[src/rtl/divider_seq_if.sv]
// Operand and result handshake bundle for the sequential divider.
// The master issues operands and accepts results; the slave is the divider.
interface divider_seq_if;
    logic        i_in_valid;
    logic        o_in_ready;
    logic [31:0] i_dividend;
    logic [31:0] i_divisor;
    logic        o_out_valid;
    logic        i_out_ready;
    logic [31:0] o_quotient;
    logic [31:0] o_remainder;

    modport master (
        output i_in_valid, i_dividend, i_divisor, i_out_ready,
        input  o_in_ready, o_out_valid, o_quotient, o_remainder
    );

    modport slave (
        input  i_in_valid, i_dividend, i_divisor, i_out_ready,
        output o_in_ready, o_out_valid, o_quotient, o_remainder
    );
endinterface

[src/rtl/divider_seq.sv]
// 32-bit unsigned restoring divider, one quotient bit per clock.
// Each trial subtraction runs through a single shared carry-lookahead adder.
module cla (
    input  logic [31:0] a,
    input  logic [31:0] b,
    input  logic        cin,
    output logic [31:0] sum,
    output logic        cout
);
    logic [31:0] g;
    logic [31:0] p;
    logic [7:0]  grp_g;
    logic [7:0]  grp_p;
    logic [7:0]  grp_cin;

    assign g = a & b;
    assign p = a ^ b;

    for (genvar k = 0; k < 8; k++) begin : g_grp
        logic [3:0] gg;
        logic [3:0] pp;
        logic [3:0] cc;

        assign gg = g[4*k +: 4];
        assign pp = p[4*k +: 4];

        assign cc[0] = grp_cin[k];
        assign cc[1] = gg[0] | (pp[0] & grp_cin[k]);
        assign cc[2] = gg[1] | (pp[1] & gg[0]) | (pp[1] & pp[0] & grp_cin[k]);
        assign cc[3] = gg[2] | (pp[2] & gg[1]) | (pp[2] & pp[1] & gg[0])
                     | (pp[2] & pp[1] & pp[0] & grp_cin[k]);

        assign grp_g[k] = gg[3] | (pp[3] & gg[2]) | (pp[3] & pp[2] & gg[1])
                        | (pp[3] & pp[2] & pp[1] & gg[0]);
        assign grp_p[k] = &pp;

        assign sum[4*k +: 4] = pp ^ cc;
    end

    // Group-level carries resolved from the per-group generate/propagate terms.
    always_comb begin : carry_chain
        logic c;
        c = cin;
        for (int k = 0; k < 8; k++) begin
            grp_cin[k] = c;
            c          = grp_g[k] | (grp_p[k] & c);
        end
        cout = c;
    end
endmodule

module divider_seq (
    input  logic          clk,
    input  logic          rst_n,
    divider_seq_if.slave  bus
);
    typedef enum logic [1:0] {
        IDLE,
        RUN,
        DONE
    } state_e;

    state_e      state_q,     state_d;
    logic [4:0]  count_q,     count_d;
    logic [31:0] q_q,         q_d;
    logic [31:0] rem_q,       rem_d;
    logic [31:0] div_q,       div_d;
    logic        in_ready_q,  in_ready_d;
    logic        out_valid_q, out_valid_d;

    logic [32:0] shifted;
    logic [31:0] diff;
    logic        no_borrow;
    logic        ge;

    // The partial remainder's bit 32 is always zero between steps (a set top
    // bit forces a subtraction), so only the low 32 bits are stored.
    assign shifted = {rem_q, q_q[31]};

    cla u_cla (
        .a    (shifted[31:0]),
        .b    (~div_q),
        .cin  (1'b1),
        .sum  (diff),
        .cout (no_borrow)
    );

    // Carry out of a + ~b + 1 is exactly a >= b, so the adder doubles as the comparator.
    assign ge = shifted[32] | no_borrow;

    always_comb begin
        // NOTE: every _d starts from its _q so no branch leaves a value unassigned and infers a latch.
        state_d = state_q;
        count_d = count_q;
        q_d     = q_q;
        rem_d   = rem_q;
        div_d   = div_q;

        unique case (state_q)
            IDLE: begin
                if (bus.i_in_valid && in_ready_q) begin
                    q_d     = bus.i_dividend;
                    div_d   = bus.i_divisor;
                    rem_d   = '0;
                    count_d = '0;
                    state_d = RUN;
                end
            end
            RUN: begin
                rem_d   = ge ? diff : shifted[31:0];
                q_d     = {q_q[30:0], ge};
                count_d = count_q + 5'd1;
                if (count_q == 5'd31) begin
                    state_d = DONE;
                end
            end
            DONE: begin
                if (bus.i_out_ready) begin
                    state_d = IDLE;
                end
            end
            default: state_d = IDLE;
        endcase

        in_ready_d  = (state_d == IDLE);
        out_valid_d = (state_d == DONE);
    end

    always_ff @(posedge clk or negedge rst_n) begin
        if (!rst_n) begin
            state_q     <= IDLE;
            count_q     <= '0;
            q_q         <= '0;
            rem_q       <= '0;
            div_q       <= '0;
            in_ready_q  <= 1'b1;
            out_valid_q <= 1'b0;
        end else begin
            // NOTE: non-blocking assignments so every flop samples pre-edge values regardless of statement order.
            state_q     <= state_d;
            count_q     <= count_d;
            q_q         <= q_d;
            rem_q       <= rem_d;
            div_q       <= div_d;
            in_ready_q  <= in_ready_d;
            out_valid_q <= out_valid_d;
        end
    end

    assign bus.o_in_ready  = in_ready_q;
    assign bus.o_out_valid = out_valid_q;
    assign bus.o_quotient  = q_q;
    assign bus.o_remainder = rem_q;
endmodule

[src/flat_wrapper.sv]
// flat-port wrapper written by rule: the top's interface ports become plain ports
module divider_seq_flat 
  (clk, rst_n, bus_i_in_valid, bus_i_dividend, bus_i_divisor, bus_i_out_ready, bus_o_in_ready, bus_o_out_valid, bus_o_quotient, bus_o_remainder);
  divider_seq_if bus_i ();
  input  logic clk;
  input  logic rst_n;
  input wire logic [$bits(bus_i.i_in_valid)-1:0] bus_i_in_valid;
  input wire logic [$bits(bus_i.i_dividend)-1:0] bus_i_dividend;
  input wire logic [$bits(bus_i.i_divisor)-1:0] bus_i_divisor;
  input wire logic [$bits(bus_i.i_out_ready)-1:0] bus_i_out_ready;
  output wire logic [$bits(bus_i.o_in_ready)-1:0] bus_o_in_ready;
  output wire logic [$bits(bus_i.o_out_valid)-1:0] bus_o_out_valid;
  output wire logic [$bits(bus_i.o_quotient)-1:0] bus_o_quotient;
  output wire logic [$bits(bus_i.o_remainder)-1:0] bus_o_remainder;
  assign bus_i.i_in_valid = bus_i_in_valid;
  assign bus_i.i_dividend = bus_i_dividend;
  assign bus_i.i_divisor = bus_i_divisor;
  assign bus_i.i_out_ready = bus_i_out_ready;
  assign bus_o_in_ready = bus_i.o_in_ready;
  assign bus_o_out_valid = bus_i.o_out_valid;
  assign bus_o_quotient = bus_i.o_quotient;
  assign bus_o_remainder = bus_i.o_remainder;
  divider_seq u_core (.clk(clk), .rst_n(rst_n), .bus(bus_i));
endmodule
[config.mk]
export PLATFORM = sky130hd
export DESIGN_NAME = divider_seq_flat
export DESIGN_NICKNAME = d
export VERILOG_FILES = /design/src/rtl/divider_seq_if.sv /design/src/rtl/divider_seq.sv /design/src/flat_wrapper.sv
export SDC_FILE = /design/constraint.sdc
export NUM_CORES = 1
export LEC_CHECK = 0
export ABC_CLOCK_PERIOD_IN_PS = 5700
export BUFFER_PORTS_ARGS = -buffer_cell sky130_fd_sc_hd__buf_4
export CAP_MARGIN = 30
export CORE_MARGIN = 2
export CORE_UTILIZATION = 50
export DETAILED_ROUTE_END_ITERATION = 16
export PLACE_DENSITY = 0.75
export SKIP_LAST_GASP = 1
export SLEW_MARGIN = 20
export SYNTH_ARGS = -nofsm -noshare
export SYNTH_HDL_FRONTEND = slang
export SYNTH_SLANG_ARGS = --single-unit
export TNS_END_PERCENT = 1
[constraint.sdc]
create_clock -name clk -period 5.7 [get_ports clk]
set_input_delay 0.855 -clock clk [delete_from_list [all_inputs] [get_ports clk]]
set_output_delay 0.855 -clock clk [all_outputs]
set_load 0.01 [all_outputs]
# ---- Yosys cells after proc, flatten, opt, wreduce, memory -nomap -nowiden
# Cells that the tools add are included.
dict set report word_totals {
  out_inout_bits 66
  input_bits 68
  ff_bits 105
}
dict set report classes {
  add_sub_neg 1
  reduce_logical 14
  mux 11
  n_eq_ne 5
  bitwise_logic 208
}
# cell n
set ops {}
lappend ops {{$pmux W32 S2} 2}
lappend ops {{$and A1 B1 Y1} 116}
lappend ops {{$mux W32} 3}
lappend ops {{$or A1 B1 Y1} 81}
lappend ops {{$and A32 B32 Y32} 1}
lappend ops {{$not A32 Y32} 1}
lappend ops {{$reduce_and A4 Y1} 8}
lappend ops {{$xor A32 B32 Y32} 1}
lappend ops {{$xor A4 B4 Y4} 8}
lappend ops {{$pmux W5 S2} 1}
lappend ops {{$mux W2} 3}
lappend ops {{$pmux W2 S3} 1}
lappend ops {{$add A5 B1 Y5 const B} 1}
lappend ops {{$eq A5 B5 Y1 const B} 1}
lappend ops {{$mux W5} 1}
lappend ops {{$eq A2 B2 Y1 const B} 2}
lappend ops {{$logic_not A2 Y1} 2}
lappend ops {{$reduce_and A2 Y1} 2}
lappend ops {{$eq A2 B1 Y1 const B} 1}
lappend ops {{$ne A2 B1 Y1 const B} 1}
lappend ops {{$reduce_bool A2 Y1} 1}
lappend ops {{$logic_and A1 B1 Y1} 1}

# ---- Longest topological paths before layout
dict set report logic_depth {
  ltp_word 24
  depth_mapped 12
  mapped_depth_nobuf 12
}

# ---- Hierarchy
# From an unflattened synthesis, not the netlist that was laid out.
dict set report unflattened {
  cells_unflattened 628
  area_unflattened_um2 5964.5
}
# mod area_each_um2 seq_area_each_um2 cells_each instances
set by_module_without_submodules {}
lappend by_module_without_submodules {divider_seq 4554.4 2628.8 460 1}
lappend by_module_without_submodules {cla 1410.1 0.0 168 1}

# ---- Least setup slack after synthesis
# OpenSTA, ideal clock, no wires.
dict set report synth_timing {
  path_kind {flip-flop to flip-flop}
  from {reg u_core.rem_q[12] (netlist: u_core.bus.o_remainder[12])}
  to {reg u_core.rem_q[28] (netlist: u_core.bus.o_remainder[28])}
  setup_ns 0.069
  stages_incl_launch_ff 11
  path_slack_ns 2.707
  required_time_ns 5.631
  arrival_ns 2.924
  period_less_slack_ns 2.993
  cell_sequence {dfrtp_1 > ha_1 > and4_1 > and3_1 > a22oi_2 > and3b_4 > o21ai_0 > a221oi_1 > fa_1 > or3_1 > nand3_1}
}
dict set report synth_via {
  elab_chain_cells 16
  elab_cells_between_ends 22
}
# element line_no
set synth_lines {}
lappend synth_lines {{start, declared} divider_seq.sv:66} ;# logic [31:0] rem_q, rem_d;
lappend synth_lines {{start signal, assigned} divider_seq.sv:143} ;# rem_q <= rem_d;
lappend synth_lines {{$and A32 B32 Y32 / $xor A32 B32 Y32 (equally long branches)} {divider_seq.sv:16, divider_seq.sv:17}}
lappend synth_lines {{$and A1 B1 Y1 (on tied branches)} {divider_seq.sv:33, divider_seq.sv:34}}
lappend synth_lines {{$or A1 B1 Y1 / $and A1 B1 Y1 (equally long branches)} {divider_seq.sv:33, divider_seq.sv:34}}
lappend synth_lines {{$or A1 B1 Y1} divider_seq.sv:34} ;# | (pp[3] & pp[2] & pp[1] & gg[0]);
lappend synth_lines {{$or A1 B1 Y1 (*)} divider_seq.sv:46} ;# c = grp_g[k] | (grp_p[k] & c);
lappend synth_lines {{$and A1 B1 Y1 (*)} divider_seq.sv:46}
lappend synth_lines {{$or A1 B1 Y1 (*)} divider_seq.sv:46}
lappend synth_lines {{$and A1 B1 Y1 (*)} divider_seq.sv:46}
lappend synth_lines {{$or A1 B1 Y1 (*)} divider_seq.sv:46}
lappend synth_lines {{$and A1 B1 Y1 (*)} divider_seq.sv:46}
lappend synth_lines {{$or A1 B1 Y1 (*)} divider_seq.sv:46}
lappend synth_lines {{$and A1 B1 Y1} divider_seq.sv:46}
lappend synth_lines {{$or A1 B1 Y1} divider_seq.sv:46}
lappend synth_lines {{$or A1 B1 Y1} divider_seq.sv:89} ;# assign ge = shifted[32] | no_borrow;
lappend synth_lines {{$mux W32 (*)} divider_seq.sv:110} ;# rem_d = ge ? diff : shifted[31:0];
lappend synth_lines {{$pmux W32 S2 (*)} divider_seq.sv:99} ;# unique case (state_q)
# Every way passes the cells marked *; elsewhere a longest branch is shown, timed or not.
# A chain may end at the register's enable or synchronous reset.

# ---- Worst setup path after layout
# Same ends and word-level chain as after synthesis.

==> impl_metrics.csv <==
group,metric,value,unit
status,status,"finished, final reports clean",
sta,rsz0062_at_grt,"no",
route,vias_per_cell,5.63,
grt,grt_remaining_overflow,0,
yosys,synth_seq_cells,105,
sta,clock_skew,0.00752,ns
die,die-width,112,um
route,routed_wl_per_cell,15.9,um
critical_path,cp-start-kind,"register",
sta,tightestPinTransition,0.735,ns
pwr,power.static_leakage,3.51,nW
clocking,cts.sink_count,105,
clocking,clk-insertion-delay-late,0.35,ns
clocking,clkSlewWorstSetupHoldPaths,0.07,ns
placement,place.gp.congestion,0.910,
yosys,synthesis.instances,627,
sta,period_minus_slack,3.20,ns
route,drtIter0Drc,289,
critical_path,worst_ep_required_time,5.99,ns
critical_path,setup.worst_path.class,"register to register",
grt,maximum_number_of_pins_on_one_net_before_global_route_repair,71,
sta,setup_tns,0,ns
final_layout,most-common-layout-cells,"140 x buf_4, 115 x nand2_1, 104 x dfrtp_1",
route,dr.pass1.iters,5,
die,row_count,39,
sta,slew-limit-headroom,51.0,%
yosys,synth_async_sr_flop_share,100,%
critical_path,critPathMaxStageDelay,0.46,ns
clocking,clock_buffer_count_from_cts,9,
final_layout,antennaDiodeCount,0,
min_path,min_path_type,"primary input to async pin",
critical_path,critical_path_cell_by_cell,"ha_1 -> and4_1 -> and3_1 -> a22oi_2 -> and3b_4 -> o21ai_0 -> a221oi_1 -> fa_1 -> or3_1 -> nand3_1",
critical_path,timing.critical_path.to_type,"register",
placement,numPortBuffers,133,
critical_path,family_with_the_most_delay_on_the_worst_path,"simple AND/OR/NAND/NOR gates",
grt,grtUsageMet1,30.6,%
route,detail_route.wirelength,14200,um
yosys,count_of_warnings_emitted_by_yosys,0,
critical_path,cp.buffers_inverters,0,
grt,grt_use_total,23.2,%
clocking,post-cts-setup-buffer-count,0,
die,top_level_ports,134,
clocking,cts.repair.resized,0,
die,die_area,0.0126,mm^2
route,drc_errors,0,
yosys,synth.distinct_cells,46,
yosys,synthesis.nets,737,
yosys,synth-edff-count,0,
yosys,synthesis.area,0.00588,mm^2
clocking,cts_tree,"yes",
run,drv_cap,0,
clocking,cts.htree.levels,3,
sta,report.final.slew_viol_count,0,
route,ant_nets,0,
sta,final-hold-violation-count,0,
grt,vias_in_the_first_global_route,5012,
route,dr_total_vias,5017,
grt,grt_first_pass_wirelength,23800,um
grt,grt_util_met3,5.56,%
placement,dpl.cell_count,876,
sta,final.hold.worst_slack,0.504,ns
pwr,powerDensity,732,mW/mm^2
die,design.core.area,0.0115,mm^2
critical_path,arrival,3.49,ns
clocking,clockRootBuffer,"clkbuf_16",
pwr,total_power,5.27,mW
yosys,dominantRegCellSynth,"dfrtp_1",
yosys,syn_avg_cell_area,9.37,um^2
final_layout,post_layout_nonfiller_instances,891,
final_layout,drive_above_1_share,22.1,%
final_layout,area_of_all_placed_cells_without_fillers,0.00720,mm^2
final_layout,layout_commonest_cell,"buf_4",
final_layout,syn_to_final_growth,22.5,%
grt,grt_antenna_before_repair,0,
die,die_height,112,um
clocking,cts-hold-fix-buffers,0,
final_layout,finish.net_count,854,
yosys,yosysSeqAreaShare,44.7,%
critical_path,crit_slowest_cell,"fa_1",
sta,finalCritPeriodShare,56.2,%
placement,post_dp_cell_area,0.00694,mm^2
pwr,worst_ir_drop_vdd,0.335,mV
grt,grt_util_met2,37.5,%
grt,grt_busiest_layer,"met2",
clocking,cts_max_path_buffers,2,
sta,f_max,312,MHz
sta,report.final.setup_viol,0,
placement,post-dp-hpwl,10000,um
die,initial_core_util,51.2,%
critical_path,critPathMaxFanout,5,
-- kinds of logic after synthesis --
logic type / after synthesis / share of synthesized area (%)
adders and majority gates: 42 / 9.84
muxes: 23 / 3.92
xor gates and xnor gates: 22 / 3.28
and+or+nand+nor: 204 / 15.6
AOI/OAI and AO/OA: 157 / 17.0
buffers and inverters: 74 / 5.60
DFF: 105 / 44.7
-- path summary, 6_finish.rpt --
| check | startpoint | to | slack, ns | depth (start not counted) |
|---|---|---|---|---|
| max | u_core.bus.o_remainder[12] | u_core.bus.o_remainder[28] | 2.50 | 10 |
| min | rst_n | u_core.div_q[11] | 0.50 | 1 |
| max reg2reg | u_core.bus.o_remainder[12] | u_core.bus.o_remainder[28] | 2.50 | 10 |
| min reg2reg | u_core.bus.o_quotient[23] | u_core.bus.o_quotient[23] | 0.50 | 2 |
| max in group asynchronous | rst_n | u_core.div_q[23] | 4.02 | 2 |
| min in group clk | u_core.bus.o_quotient[23] | u_core.bus.o_quotient[23] | 0.50 | 2 |
-- power by group --
part	internal, mW	switching (mW)
Clock	0.294	0.269
Sequential	1.14	0.289
Combinational	1.47	1.81
-- state kept, by name, indices dropped and copies added, names as in the netlist --
signal	cells
u_core.state_q	2
u_core.bus.o_out_valid	1
u_core.bus.o_in_ready	1
u_core.bus.o_remainder	32
u_core.count_q	5
u_core.div_q	32
u_core.bus.o_quotient	32
-- layer usage --
layer  share of wire, %  routed length, um  up-vias
met5                  0                  0        -
met2                 47               6680      172
met3                7.4               1050       16
li1                   -                  -     2418
met1                 44               6240     2411
met4                1.5                219        0
-- through the flow --
stage                     utilization, %  worst slack [ns]
final                               62.7              2.50
after global routing                62.7              2.25
after CTS                           62.7              2.48
after detailed placement            60.5              2.54
after global placement              60.5              2.56
after floorplan                        -              2.71
-- cell usage after synthesis, drive strengths merged (2+ instances only) --
cell / count / share of area [%]
a21o: 4 / 0.51
a21oi: 17 / 1.5
a221oi: 4 / 0.81
a22oi: 34 / 4.4
a31oi: 7 / 1.0
a32oi: 2 / 0.30
and3: 8 / 0.85
and4: 3 / 0.45
buf: 5 / 1.2
clkbuf: 29 / 1.9
dfrtp: 104 / 44
fa: 7 / 2.4
ha: 35 / 7.5
inv: 40 / 2.6
mux2i: 23 / 3.9
nand2: 115 / 7.3
nand2b: 6 / 0.77
nand3: 40 / 3.4
nand4: 4 / 0.43
nor2: 14 / 0.89
nor2b: 2 / 0.21
nor3: 8 / 0.68
o211ai: 6 / 0.77
o21ai: 74 / 6.3
o21bai: 3 / 0.57
o31ai: 2 / 0.26
or3: 2 / 0.21
xnor2: 7 / 1.0
xor2: 15 / 2.2
-- area by class of cell --
type | count | area [um^2]
Sequential cell | 105 | 2630
Timing Repair Buffer | 140 | 1050
Tap cell | 143 | 179
Fill cell | 996 | 4270
Inverter | 40 | 150
Clock buffer | 12 | 236
Multi-Input combinational cell | 448 | 2930
Clock inverter | 3 | 18.8
(Power assumes the default switching activity.)
